--- config.mk ---
export PLATFORM = sky130hd
export DESIGN_NAME = vram_arbiter
export DESIGN_NICKNAME = d
export VERILOG_FILES = /design/src/rtl/vram_arbiter.sv
export SDC_FILE = /design/constraint.sdc
export NUM_CORES = 1
export LEC_CHECK = 0
export CORE_UTILIZATION = 42
export CTS_CLUSTER_DIAMETER = 120
export DETAILED_ROUTE_END_ITERATION = 7
export HOLD_SLACK_MARGIN = 0.03
export PLACE_DENSITY_LB_ADDON = 0.25
export SYNTH_ARGS = -nofsm -noshare
export SYNTH_HDL_FRONTEND = slang
export SYNTH_SLANG_ARGS = --single-unit
--- constraint.sdc ---
create_clock -name clk -period 1.8 [get_ports clk]
set_input_delay 0.45 -clock clk [delete_from_list [all_inputs] [get_ports clk]]
set_output_delay 0.45 -clock clk [all_outputs]
set_load 0.05 [all_outputs]
--- src/rtl/vram_arbiter.sv ---
// Single-port VRAM arbiter: VGA scan-out has absolute priority with fixed
// two-cycle latency; CPU accesses are fitted into idle slots, one at a time.
module vram_arbiter #(
  parameter int ADDR_W       = 17,
  parameter int DATA_W       = 8,
  parameter int STARVE_LIMIT = 1024,
  parameter int CNT_W        = 11
) (
  input  logic              clk,
  input  logic              reset,
  input  logic              vga_req,
  input  logic [ADDR_W-1:0] vga_addr,
  output logic              vga_valid,
  output logic [DATA_W-1:0] vga_rdata,
  input  logic              cpu_req,
  input  logic              cpu_we,
  input  logic [ADDR_W-1:0] cpu_addr,
  input  logic [DATA_W-1:0] cpu_wdata,
  output logic              cpu_ack,
  output logic [DATA_W-1:0] cpu_rdata,
  output logic              cpu_starve,
  output logic [ADDR_W-1:0] mem_addr,
  output logic              mem_we,
  output logic [DATA_W-1:0] mem_wdata,
  input  logic [DATA_W-1:0] mem_rdata,
  output logic              dbg_busy
);

  typedef enum logic {IDLE = 1'b0, BUSY = 1'b1} busy_e;
  typedef enum logic [1:0] {TAG_NONE, TAG_VGA, TAG_CPU_RD, TAG_CPU_WR} tag_e;

  localparam logic [CNT_W-1:0] LIMIT_C = CNT_W'(STARVE_LIMIT);

  // CPU handshake: cpu_req with addr/we/wdata is held stable until the
  // one-cycle cpu_ack pulse; a request still high the cycle after ack is new.

  busy_e             state_q, state_d;
  tag_e              tag_d, tag_q;
  logic [ADDR_W-1:0] addr_q;
  logic [CNT_W-1:0]  cnt_q, cnt_d;
  logic              cpu_grant;
  logic              starve_clr;

  assign dbg_busy   = (state_q == BUSY);
  assign cpu_grant  = reset && !vga_req && cpu_req && (state_q == IDLE);
  assign starve_clr = !cpu_req || cpu_grant;

  // Slot decision; the address bus parks on its last value in empty slots.
  always_comb begin
    mem_addr  = addr_q;
    mem_we    = 1'b0;
    mem_wdata = '0;
    tag_d     = TAG_NONE;
    if (!reset) begin
      mem_addr = '0;
    end else if (vga_req) begin
      mem_addr = vga_addr;
      tag_d    = TAG_VGA;
    end else if (cpu_grant) begin
      mem_addr  = cpu_addr;
      mem_we    = cpu_we;
      mem_wdata = cpu_wdata;
      tag_d     = cpu_we ? TAG_CPU_WR : TAG_CPU_RD;
    end
  end

  always_comb begin
    state_d = state_q;
    case (state_q)
      IDLE:    if (cpu_grant) state_d = BUSY;
      BUSY:    if (cpu_ack)   state_d = IDLE;
      default: state_d = IDLE;
    endcase
  end

  always_comb begin
    cnt_d = cnt_q;
    if (starve_clr) begin
      cnt_d = '0;
    end else if ((state_q == IDLE) && vga_req && (cnt_q != '1)) begin
      cnt_d = cnt_q + 1'b1;
    end
  end

  always_ff @(posedge clk or negedge reset) begin
    if (!reset) begin
      state_q    <= IDLE;
      tag_q      <= TAG_NONE;
      addr_q     <= '0;
      cnt_q      <= '0;
      cpu_starve <= 1'b0;
      vga_valid  <= 1'b0;
      vga_rdata  <= '0;
      cpu_ack    <= 1'b0;
      cpu_rdata  <= '0;
    end else begin
      state_q    <= state_d;
      tag_q      <= tag_d;
      addr_q     <= mem_addr;
      cnt_q      <= cnt_d;
      // Flag follows the previous count but drops right after a grant.
      cpu_starve <= starve_clr ? 1'b0 : (cnt_q >= LIMIT_C);
      vga_valid  <= (tag_q == TAG_VGA);
      cpu_ack    <= (tag_q == TAG_CPU_RD) || (tag_q == TAG_CPU_WR);
      if (tag_q == TAG_VGA)    vga_rdata <= mem_rdata;
      if (tag_q == TAG_CPU_RD) cpu_rdata <= mem_rdata;
    end
  end

endmodule

==> Word level (Yosys, flattened, before mapping) <==
Index checks and enable logic that the tools add are counted.
{ "word_totals": {"word_cells": 45, "in_bits": 55, "out_inout_bits": 46, "regBits": 50} }
{ "op_classes": {"mux": 19, "bitwise_logic": 1, "order_cmp": 1, "reduce_logical": 10, "n_addsub": 1, "eq_ne": 4} }
{ "ops": {"columns": ["cell", "count"], "rows": [
  ["17-bit 2-to-1 mux", 3],
  ["8-bit 2-to-1 mux", 3],
  ["11-bit 2-to-1 mux", 2],
  ["11-bit by 1-bit adder with 11-bit output, second input constant", 1],
  ["11-bit >= comparator, second input constant", 1],
  ["11-bit inequality test, second input constant", 1],
  ["1-bit 2-to-1 mux", 7],
  ["2-bit 2-to-1 mux", 3],
  ["1-bit logical AND", 5],
  ["2-bit == test, second input constant", 2],
  ["2-bit by 1-bit == test with 1-bit output, second input constant", 1],
  ["1-bit logical NOT", 2],
  ["1-bit logical OR", 2],
  ["1-bit case mux with 2 select lines", 1],
  ["2-bit nonzero test", 1],
  ["1-bit NOT", 1]
]} }

==> Depth between registers and ports, before layout <==
Gate-level depths: netlist of the first run.
{ "depth": {"depth_word": 7, "mapped_depth": 6, "depth_no_buf": 5} }

==> Worst setup path after synthesis of the first run <==
Ideal clock, no wire load.
{ "synth_timing": {"path_kind": "reg-to-output", "startpoint": "register state_q (netlist: dbg_busy)", "endpoint": "output mem_wdata[0]", "arrival_time_ns": 1.865, "path_slack_ns": -0.515, "path_stages_with_launch": 6, "t_required_ns": 1.350, "n_path_buf": 2, "cell_sequence": "dfrtp_1 > nand2b_1 > buf_4 > nor3b_1 > clkbuf_1 > and2_1"} }
{ "synth_via": {"elab_chain_cells": 5} }
{ "synth_lines": {"columns": ["item", "line_no", "rtl"], "rows": [
  ["start: declaration", "37", "busy_e state_q, state_d;"],
  ["start signal: assignment", "97", "state_q <= state_d;"],
  ["1-bit NOT", null, null],
  ["1-bit logical AND", "45", "assign cpu_grant = reset && !vga_req && cpu_req && (state_q == IDLE);"],
  ["8-bit 2-to-1 mux", "59", "end else if (cpu_grant) begin"],
  ["8-bit 2-to-1 mux", "56", "end else if (vga_req) begin"],
  ["8-bit 2-to-1 mux", "54", "if (!reset) begin"],
  ["end: declaration", "24", "output logic [DATA_W-1:0] mem_wdata,"]
]} }
Every way passes these cells.

==> Final worst setup path of the first run <==
{ "layout_timing": {"startpoint": "register state_q (netlist: dbg_busy)", "endpoint": "output mem_addr[14]"} }
{ "layout_via": {"elab_chain_cells": 5} }
{ "layout_lines": {"columns": ["item", "line_no", "rtl"], "rows": [
  ["1-bit NOT", null, null],
  ["1-bit logical AND", "45", null],
  ["17-bit 2-to-1 mux", "59", null],
  ["17-bit 2-to-1 mux", "56", null],
  ["17-bit 2-to-1 mux", "54", null],
  ["end: declaration", "22", "output logic [ADDR_W-1:0] mem_addr,"]
]} }
Every way passes these cells.

==> metrics.md, run 1 <==
| Metric | Value |
|---|---|
| Outcome | finished with violations |
| Failing checks | negative setup slack |
| # rows | 26 |
| Die width | between 70 and 80 um |
| Post-route minimum period | about 2.1 ns |
| DR WL met3 | 442 um |
| WS Path Type | reg -> out |
| Share of layout cells above drive strength 1 | 0.378 |
| Core Area | 5270 um^2 |
| Fin. Hold Viols | 0 |
| Die area | about 6000 um^2 |
| N_diodes | 0 |
| Simple-Gate Fraction of Synth Area | 0.184 |
| Setup violators final | 26 |
| Routed wire per std cell | between 10 and 15 um |
| Antenna viol nets, final | 0 |
| Seq/Total Area, Yosys | 0.529 |
| Layout Skew | roughly 0.0049 ns |
| Clock transition at the registers of the reported paths | roughly 0.10 ns |
| CTS Buffer Depth | 2 |
| Period utilisation layout | 1.18 |
| RSZ-0062 raised after global routing | yes |
| Register area | 1250 um^2 |
| Initial antenna violation count | 0 |
| Worst min path class | in -> async |
| Global-route wire length before repair | between 9000 and 10,000 um |
| Final Max Tran Viols | 0 |
| Max transition margin | 0.695 |
| Number of synthesized register bits | 50 |
| Placed cell areas | roughly 3800 um^2 |
| Worst vdd ir | roughly 0.77 mV |
| NetSw | 1.66 mW |
| Reg2Reg Setup Slack | about 0.020 ns |
| Via-per-instance ratio | approximately 5.0 |
| Synth area leaders | dfrtp_1 (53%), mux2i_1 (7.6%), mux2_2 (7.6%) |
| Final worst slack | -0.326 ns |
| Synth warnings | 0 |
| Worst R2R Start | cnt_q[0] |
| Area fraction in compound gates after synthesis | 0.0883 |
| Worst setup startpoint | dbg_busy |
| Post-synth net total | roughly 270 |
| Crit end category | primary output |
| WL met1 | 2400 um |
| Syn-to-layout area delta | 68.3% |
| Initial core utilization | 0.449 |
| Cell Pwr Density | ~1000 nW/um^2 |
| HPWL after DPL | roughly 4500 um |
| Grt ovf | 0 |
| Slew @ Worst Pin | 0.457 ns |
| Total wire length | 5980 um |
| Lkg Pwr | roughly 1.8 nW |
| Largest net degree at the start of global routing | 23 |
| Synthesized cell area | around 2400 um^2 |
| Main combinational cell family by area after synthesis | simple AND/OR/NAND/NOR gates |
| Design Area, Final | 3980 um^2 |
| Fmax | roughly 470 MHz |
| Max_cap viols | 0 |
| Post-route DRC | 0 |
| Mux contribution to synthesized area | 0.152 |
| Synth top area share | 0.529 |
| Critical Path Source Type | register |
| Dpl cells | 393 |
| Adder-Cell Fraction of Synth Area | 0.00529 |
| Final std cells w/o fill | around 410 |
| Vias in the first global route | 2,074 |
| # port buffers | 100 |
| Clk_lat worst skew | 0.31 ns |
| Cell internal pwr | 2.52 mW |
| H-tree depth | 2 |
| Die H | 77.1 um |
| CP arrival | ~1.7 ns |
| I/O Pins | about 100 |
| Xor/xnor share of the synthesized area | 0.00370 |
| Starting DRT DRC Count | slightly below 80 |
| TritonCTS clock tree | built |
| Cts-stage hold buffer count | 0 |
| Top Layer Used | met4 |
| Nets | between 300 and 400 |
| GP Congestion | about 0.84 |
| Gr usage total | 0.214 |
| Fill count | between 300 and 400 |
| Total number of vias | 2,048 |
| Clock share of power | 0.168 |
| DR pass1 iterations | 4 |
| Cell variety after synth | 30 |
| CTS Buf Count | 5 |
| Wire length on met2 | approximately 3100 um |
| Logic pwr share | 0.492 |
| Worst Path Required | 1.35 ns |
| Area of the multi-input gates | around 1100 um^2 |
| Dominant cell type by area after synthesis | dfrtp_1 |
| Flop pwr share | 0.340 |
| Root Driver | clkbuf_8 |
| Post-Syn Instances | around 220 |
| Num Clock Sinks | 50 |
| Worst-path fanout max | 8 |
| Mapped Avg Cell Area | approximately 11 um^2 |
| Sw Share | 0.397 |
## synth_stat cells
cell,instances
dfrtp_1,50
and2_1,28
o21ai_0,21
nand2_1,20
mux2i_1,18
mux2_2,16
clkbuf_1,10
a21oi_1,6
nand3_1,5
inv_1,4
nor2_1,4
or3_1,4
nand2b_1,3
nand4_1,3
nor3b_1,3
or4_1,3
buf_4,2
buf_6,2
nor2b_1,2
o21a_1,2
o31ai_1,2
a211oi_1,1
a21o_1,1
and2b_4,1
and3_1,1
and4_1,1
ha_1,1
o211ai_1,1
o31ai_4,1
xor2_1,1
## power by group through the flow
stage                     logic, mW  clock network, mW  registers (mW)
final                          2.05              0.702            1.42
after global routing           2.15              0.772            1.44
after CTS                      2.04              0.729            1.42
after detailed placement       1.98                  0            1.44
after global placement         1.95                  0            1.43
after floorplan               0.699                  0            1.97
## area by class of cell
| type | instances | area share |
|---|---|---|
| clock buffers | 5 | 0.0173 |
| flip-flops and latches | 50 | 0.314 |
| repair buffers | 125 | 0.358 |
| clock inverters | 3 | 0.00722 |
| multi-input cells | 149 | 0.277 |
| inverters | 4 | 0.00377 |
| well taps | 70 | 0.0220 |
## worst max-delay path, stage by stage, from the launching register on
cell and delay (ns):
dfrtp_2 0.41, nand2b_4 0.18, buf_12 0.16, mux2i_1 0.12, o21ai_1 0.17, and2_4 0.18, buf_12 0.13
## flip-flops by register name, summed over array words and instances, names as in the netlist
signal      flops
addr_q         17
cnt_q          11
cpu_rdata       8
vga_rdata       8
tag_q           2
cpu_ack         1
cpu_starve      1
dbg_busy        1
vga_valid       1
## cell families after synthesis
group | count (synthesis)
AOI/OAI and AO/OA | 35
xor gates and xnor gates | 1
adders and majority gates | 1
buffers and inverters | 18
DFF | 50
muxes | 34
and+or+nand+nor | 78
## cell usage in the layout (no fill, tap or decap), drive strengths merged, types with 2 or more instances in the layout
cell / n
or4: 3
o31ai: 3
and2: 28
nor2b: 2
nand3: 5
dfrtp: 50
dlygate4sd2: 2
mux2: 16
o21ai: 21
nor2: 4
nand2: 20
a21oi: 6
nor3b: 3
buf: 72
clkdlybuf4s50: 51
nand2b: 3
inv: 6
o21a: 2
nand4: 3
or3: 4
clkbuf: 5
mux2i: 18
## per-stage QoR
stage / util / worst slack (ns) / hold slack (ns) / TNS, ns / power [mW]
2_1_floorplan: - / -0.104 / 0.154 / -1.61 / 2.67
3_3_place_gp: 0.726 / -0.456 / 0.388 / -14.68 / 3.38
3_5_place_dp: 0.726 / -0.510 / 0.393 / -15.24 / 3.43
4_1_cts: 0.751 / -0.358 / 0.110 / -7.58 / 4.19
5_1_grt: 0.756 / -0.416 / 0.123 / -8.97 / 4.36
6_report: 0.756 / -0.326 / 0.130 / -6.75 / 4.18
## routing by layer
layer | vias to the layer above | global-route usage
li1 | 980 | -
met1 | 991 | 0.252
met2 | 72 | 0.371
met3 | 5 | 0.0679
met4 | 0 | 0.0679
met5 | - | 0
## worst paths after layout
check                          endpoint  cells past startpoint
setup / recovery           mem_addr[14]                      6
hold / removal             vga_rdata[1]                      2
setup reg to reg               cnt_q[9]                      6
hold reg to reg                 cpu_ack                      0
min in group clk                cpu_ack                      0
max in group asynchronous  vga_rdata[4]                      3
## repair_timing
| action | in CTS | in global routing |
|---|---|---|
| resized for setup | 12 | 1 |
| buffers inserted | 1 | 3 |
| setup endpoints to repair | 33 | 27 |
| pin swaps | 1 | 3 |
| gates cloned | 1 | 0 |
No activity file was read; power rests on OpenSTA's default activity.
==> run 2, diff against run 1 <==
--- a/config.mk
+++ b/config.mk
@@ -10,6 +10,7 @@
 export DETAILED_ROUTE_END_ITERATION = 7
 export HOLD_SLACK_MARGIN = 0.03
 export PLACE_DENSITY_LB_ADDON = 0.25
+export SKIP_LAST_GASP = 1
 export SYNTH_ARGS = -nofsm -noshare
 export SYNTH_HDL_FRONTEND = slang
 export SYNTH_SLANG_ARGS = --single-unit
==> run 2 against run 1 <==
The flow still finishes with violations (negative setup slack). Sequential share of layout area about the same. Core utilization down 0.095 points. Non-clock buffer count unchanged. Critical path depth unchanged. Largest power group unchanged. Sequential power about the same. Hold slack worse by 0.0016 ns. Via count down 0.49%. First-iteration DRC count down 25%. Clock-buffer cell count unchanged.
==> metrics.md, run 2 (synthesis gave the netlist of run 1 again) <==
| Metric | Value |
|---|---|
| Outcome | finished with violations |
| Failing checks | negative setup slack |
| Final Max Tran Viols | 0 |
| Worst-path fanout max | 8 |
| Worst min path class | in -> async |
| Worst setup startpoint | dbg_busy |
| Post-route setup TNS | -6.78 ns |
| WS Path Type | reg -> out |
| Clock share of power | 0.168 |
| Via-per-instance ratio | about 5.0 |
| Top Registers | addr_q: 17 flops, cnt_q: 11 flops |
| CP arrival | around 1.7 ns |
| HPWL after DPL | around 4500 um |
| N_diodes | 0 |
| Fmax | roughly 470 MHz |
| Critical Path Sink | mem_addr[14] |
| # rows | 26 |
| Routed wire per std cell | 14.7 um |
| Post-route DRC | 0 |
| Placed cell areas | about 3800 um^2 |
| Setup violators final | 26 |
| Cts-stage hold buffer count | 0 |
| NetSw | around 1.7 mW |
| Pwr Total | 4.17 mW |
| Reg2Reg Depth | 6 |
| Nets | about 390 |
| Largest net degree at the start of global routing | 23 |
| Die width | slightly below 80 um |
| # port buffers | 100 |
| Period utilisation layout | 1.18 |
| H-tree depth | 2 |
| Slew @ Worst Pin | roughly 0.46 ns |
| Total wire length | approximately 6000 um |
| Cell Pwr Density | about 1000 nW/um^2 |
| I/O Pins | 101 |
| GP Congestion | roughly 0.84 |
| Most common cell after layout, fill and taps aside | clkdlybuf4s50_1 |
| Syn-to-layout area delta | 68.1% |
| Flop pwr share | 0.340 |
| Core Area | approximately 5300 um^2 |
| Worst vdd ir | 0.770 mV |
| Share of layout cells above drive strength 1 | 0.378 |
| Leading cell types in the layout, fill and taps excluded | clkdlybuf4s50_1 (51), dfrtp_1 (49), buf_4 (43), buf_12 (27), and2_4 (25) |
| Reg2reg end | cnt_q[9] |
| Vias in the first global route | 2,074 |
| Sw Share | 0.397 |
| RSZ-0062 raised after global routing | yes |
| Total number of vias | ~2,000 |
| Grt ovf | 0 |
| Design Area, Final | 3980 um^2 |
| Lkg Pwr | 1.85 nW |
| Initial core utilization | 0.449 |
| Hold Slack | approximately 0.13 ns |
| TritonCTS clock tree | built |
| Critical Path Source Type | register |
| Initial antenna violation count | 0 |
| Max reg flops | 17 |
| Root Driver | clkbuf_8 |
| Largest register by flop count | addr_q |
| Final worst slack | -0.320 ns |
| Layout Skew | 0.00582 ns |
| Die area | about 5900 um^2 |
| Num Clock Sinks | 50 |
| Clk_lat worst skew | roughly 0.31 ns |
| Starting DRT DRC Count | between 50 and 60 |
| Reg2Reg Setup Slack | ~0.02 ns |
| Die H | roughly 77 um |
| Cell internal pwr | about 2.5 mW |
| Worst R2R Start | cnt_q[0] |
| Max_cap viols | 0 |
| Gr usage total | 0.214 |
| Crit end category | primary output |
| Fill count | 384 |
| Fin. Hold Viols | 0 |
| CTS Buffer Depth | 2 |
| DR pass1 iterations | 4 |
| CTS Buf Count | 5 |
| Antenna viol nets, final | 0 |
| Logic pwr share | 0.492 |
| Max transition margin | 0.694 |
| Clock transition at the registers of the reported paths | 0.10 ns |
| Worst Path Required | 1.35 ns |
| Global-route wire length before repair | just under 10,000 um |
| Post-route minimum period | approximately 2.1 ns |
## run 2: cell counts in the layout (fill, tap and decap cells not counted)
No cell type changed its count.
## run 2: layer usage
layer | vias to the layer above | wire [um] | GRT usage
met1 | 975 | 2360 | 0.251
met3 | 5 | 460 | 0.0679
met2 | 78 | 3070 | 0.371
met5 | - | 0 | 0
met4 | 0 | 76 | 0.0679
li1 | 980 | - | -
## run 2: power by group through the flow
stage          sequential, mW  combinational, mW  clock, mW
2_1_floorplan            1.97              0.699          0
3_3_place_gp             1.43               1.95          0
3_5_place_dp             1.44               1.98          0
4_1_cts                  1.42               2.04      0.729
5_1_grt                  1.44               2.14      0.772
6_report                 1.42               2.05      0.702
## run 2: final cells by class
cell class                 instances  area (um^2)  area share
clock inverter                     3         28.8     0.00723
tap                               70         87.6      0.0220
timing repair buffer             125         1420       0.358
multi-input combinational        149         1100       0.277
sequential                        50         1250       0.315
clock buffer                       5         68.8      0.0173
inverter                           4         15.0     0.00377
## run 2: worst max-delay path, cell delays in order, from the launching register on
cell and delay [ns]:
dfrtp_2 0.41, nand2b_4 0.18, buf_12 0.16, mux2i_1 0.12, o21ai_1 0.16, and2_4 0.18
buf_12 0.13
## run 2: timing repair
| item | in CTS | in global routing |
|---|---|---|
| pin swaps | 1 | 3 |
| gates resized for setup | 11 | 0 |
| setup buffers | 1 | 3 |
| gates cloned | 1 | 0 |
| setup endpoints to repair | 33 | 27 |
## run 2: how the worst min path moves through the flow
stage,end,startpoint
6_report,vga_rdata[1],reset
3_3_place_gp,cpu_ack,tag_q[1]
3_5_place_dp,cpu_ack,tag_q[1]
5_1_grt,vga_rdata[1],reset
4_1_cts,vga_rdata[1],reset
2_1_floorplan,addr_q[0],reset
## run 2: through the flow
step | worst slack (ns) | instances | util
detailed placement | -0.510 | 393 | 0.726
CTS | -0.358 | 403 | 0.751
finish | -0.320 | 406 | 0.755
global placement | -0.456 | 393 | 0.726
floorplan | -0.104 | 217 | -
global route | -0.416 | 406 | 0.755
==> run 3, diff against run 2 <==
--- a/config.mk
+++ b/config.mk
@@ -9,7 +9,7 @@
 export CTS_CLUSTER_DIAMETER = 120
 export DETAILED_ROUTE_END_ITERATION = 7
 export HOLD_SLACK_MARGIN = 0.03
-export PLACE_DENSITY_LB_ADDON = 0.25
+export PLACE_DENSITY = 0.79
 export SKIP_LAST_GASP = 1
 export SYNTH_ARGS = -nofsm -noshare
 export SYNTH_HDL_FRONTEND = slang
==> run 3 against run 2 <==
The flow still finishes with violations (negative setup slack). First-iteration DRC count grew 79%. Design area is 0.47% higher. Non-clock buffer count is 5 lower. Core utilization up 0.36 points. Sequential power is essentially flat. Die area is the same. Combinational power hardly changed. Wire length increased by 0.23%. Final cell count is 1.2% lower. Fmax rose by 1.4%. Global-route usage barely moved. Clock skew is 0.0013 ns higher. Critical endpoint is now mem_wdata[7]. Highest routed layer unchanged.
==> metrics.md, run 3 (synthesis gave the netlist of run 1 again) <==
| Metric | Value |
|---|---|
| Gr usage total | 0.214 |
| CTS Buffer Depth | 2 |
| CP cell instances | nand2b_4 -> nor3b_4 -> buf_6 -> and2_4 -> buf_12 |
| Slew @ Worst Pin | ~0.44 ns |
| Reg2Reg Setup Slack | 0.13 ns |
| Largest register by flop count | addr_q |
| Fill count | 360 |
| Core Area | 5270 um^2 |
| Max reg flops | 17 |
| Die width | between 70 and 80 um |
| Top Registers | addr_q: 17 flops, cnt_q: 11 flops |
| Global-route wire length before repair | 10,000 um |
| # rows | 26 |
| DR pass1 iterations | 4 |
| Crit end category | primary output |
| Critical Path Source Type | register |
| Pwr Total | slightly above 4 mW |
| GP Congestion | 0.834 |
| I/O Pins | 101 |
| Max_cap viols | 0 |
| Grt ovf | 0 |
| Max transition margin | 0.708 |
| Lkg Pwr | approximately 1.9 nW |
| Worst-path fanout max | 5 |
| Core Util, Final | 0.759 |
| WS Path Type | reg -> out |
| Root Driver | clkbuf_8 |
| TritonCTS clock tree | built |
| Die H | 77.1 um |
| Failing checks | negative setup slack |
| Cell Pwr Density | just over 1000 nW/um^2 |
| Period utilisation layout | 1.16 |
| Starting DRT DRC Count | 104 |
| Post-route DRC | 0 |
| Largest net degree at the start of global routing | 29 |
| Total number of vias | approximately 2,000 |
| CP top delay family | simple AND/OR/NAND/NOR gates |
| Routed wire per std cell | between 10 and 15 um |
| Via-per-instance ratio | between 5 and 6 |
| CP arrival | roughly 1.6 ns |
| Syn-to-layout area delta | 68.9% |
| Dpl cells | roughly 390 |
| Worst R2R Start | dbg_busy |
| CP max-delay cell | dfrtp_2 |
| CTS Buf Count | 5 |
| Hold Slack | 0.123 ns |
| Post-route minimum period | approximately 2.1 ns |
| Fmax | around 480 MHz |
| Leading cell types in the layout, fill and taps excluded | clkdlybuf4s50_1 (51), dfrtp_1 (49), buf_4 (33), buf_12 (30), and2_4 (26) |
| Worst vdd ir | 0.745 mV |
| Most common cell after layout, fill and taps aside | clkdlybuf4s50_1 |
| Initial core utilization | 0.449 |
| Clock transition at the registers of the reported paths | approximately 0.10 ns |
| Reg2reg end | cnt_q[9] |
| Die area | slightly below 6000 um^2 |
| Final Max Tran Viols | 0 |
| Worst Path Required | between 1 and 1.5 ns |
| Final worst slack | -0.291 ns |
| Clk_lat worst skew | 0.30 ns |
| # port buffers | 100 |
| RSZ-0062 raised after global routing | yes |
| Worst min path class | in -> async |
| Fin. Hold Viols | 0 |
| Layout Skew | roughly 0.007 ns |
| Total wire length | around 6000 um |
| Nets | between 300 and 400 |
| Final std cells w/o fill | roughly 400 |
| HPWL after DPL | approximately 4500 um |
| Post-route setup TNS | -6.69 ns |
| Num Clock Sinks | 50 |
| Vias in the first global route | about 2,200 |
| CP Buf/Inv Count | 2 |
| Share of layout cells above drive strength 1 | 0.369 |
| H-tree depth | 2 |
| Antenna viol nets, final | 0 |
| Outcome | finished with violations |
| Reg2Reg Depth | 5 |
| Setup violators final | 26 |
| Initial antenna violation count | 0 |
| Max incr delay on CP | ~0.4 ns |
| N_diodes | 0 |
## run 3: through the flow
| stage | area (um^2) | setup WS [ns] |
|---|---|---|
| finish | 4000 | -0.291 |
| global route | 4000 | -0.368 |
| CTS | 3990 | -0.297 |
| detailed placement | 3830 | -0.524 |
| global placement | 3830 | -0.461 |
| floorplan | 2460 | -0.104 |
## run 3: routing by layer
layer,part of all wire,track usage,up-vias
met5,0,0,-
met4,0.0074,0.0396,0
met3,0.078,0.0655,7
met2,0.50,0.367,87
met1,0.42,0.267,969
li1,-,-,971
## run 3: report_power, final
part           internal (mW)  switching [mW]  total [mW]
Sequential              1.32          0.0987        1.42
Clock                  0.287           0.405       0.691
Combinational          0.886            1.14        2.02
Total                   2.49            1.64        4.13
## run 3: worst register-to-register path: cells and delay by family (launching register included)
family,cells,cell delay (ns)
AOI/OAI and AO/OA,2,0.26
DFF,1,0.41
and+or+nand+nor,2,0.78
buffers and inverters,1,0.15
## run 3: final cells by class
type	count	area, um^2	area share
clock inverters	3	26.3	0.00657
repair buffers	120	1440	0.360
flip-flops and latches	50	1250	0.313
inverters	4	15.0	0.00376
multi-input cells	149	1110	0.278
clock buffers	5	68.8	0.0172
well taps	70	87.6	0.0219
## run 3: repair_timing
action / CTS / global route
pin swaps: 3 / 1
setup buffers: 1 / 1
setup endpoints to repair: 32 / 26
cloned: 2 / 0
hold buffers: 0 / 0
resized for setup: 14 / 3
endpoints found under the hold margin: 0 / 0
## run 3: worst max-delay path by stage
stage                  start  slack [ns]            to  depth (start not counted)
floorplan           dbg_busy       -0.10  mem_addr[10]                          6
global placement     cpu_req       -0.46   mem_addr[4]                          7
detailed placement   cpu_req       -0.52   mem_addr[2]                          7
CTS                 dbg_busy       -0.30  mem_wdata[1]                          5
global route        dbg_busy       -0.37  mem_wdata[7]                          5
finish              dbg_busy       -0.29  mem_wdata[7]                          5
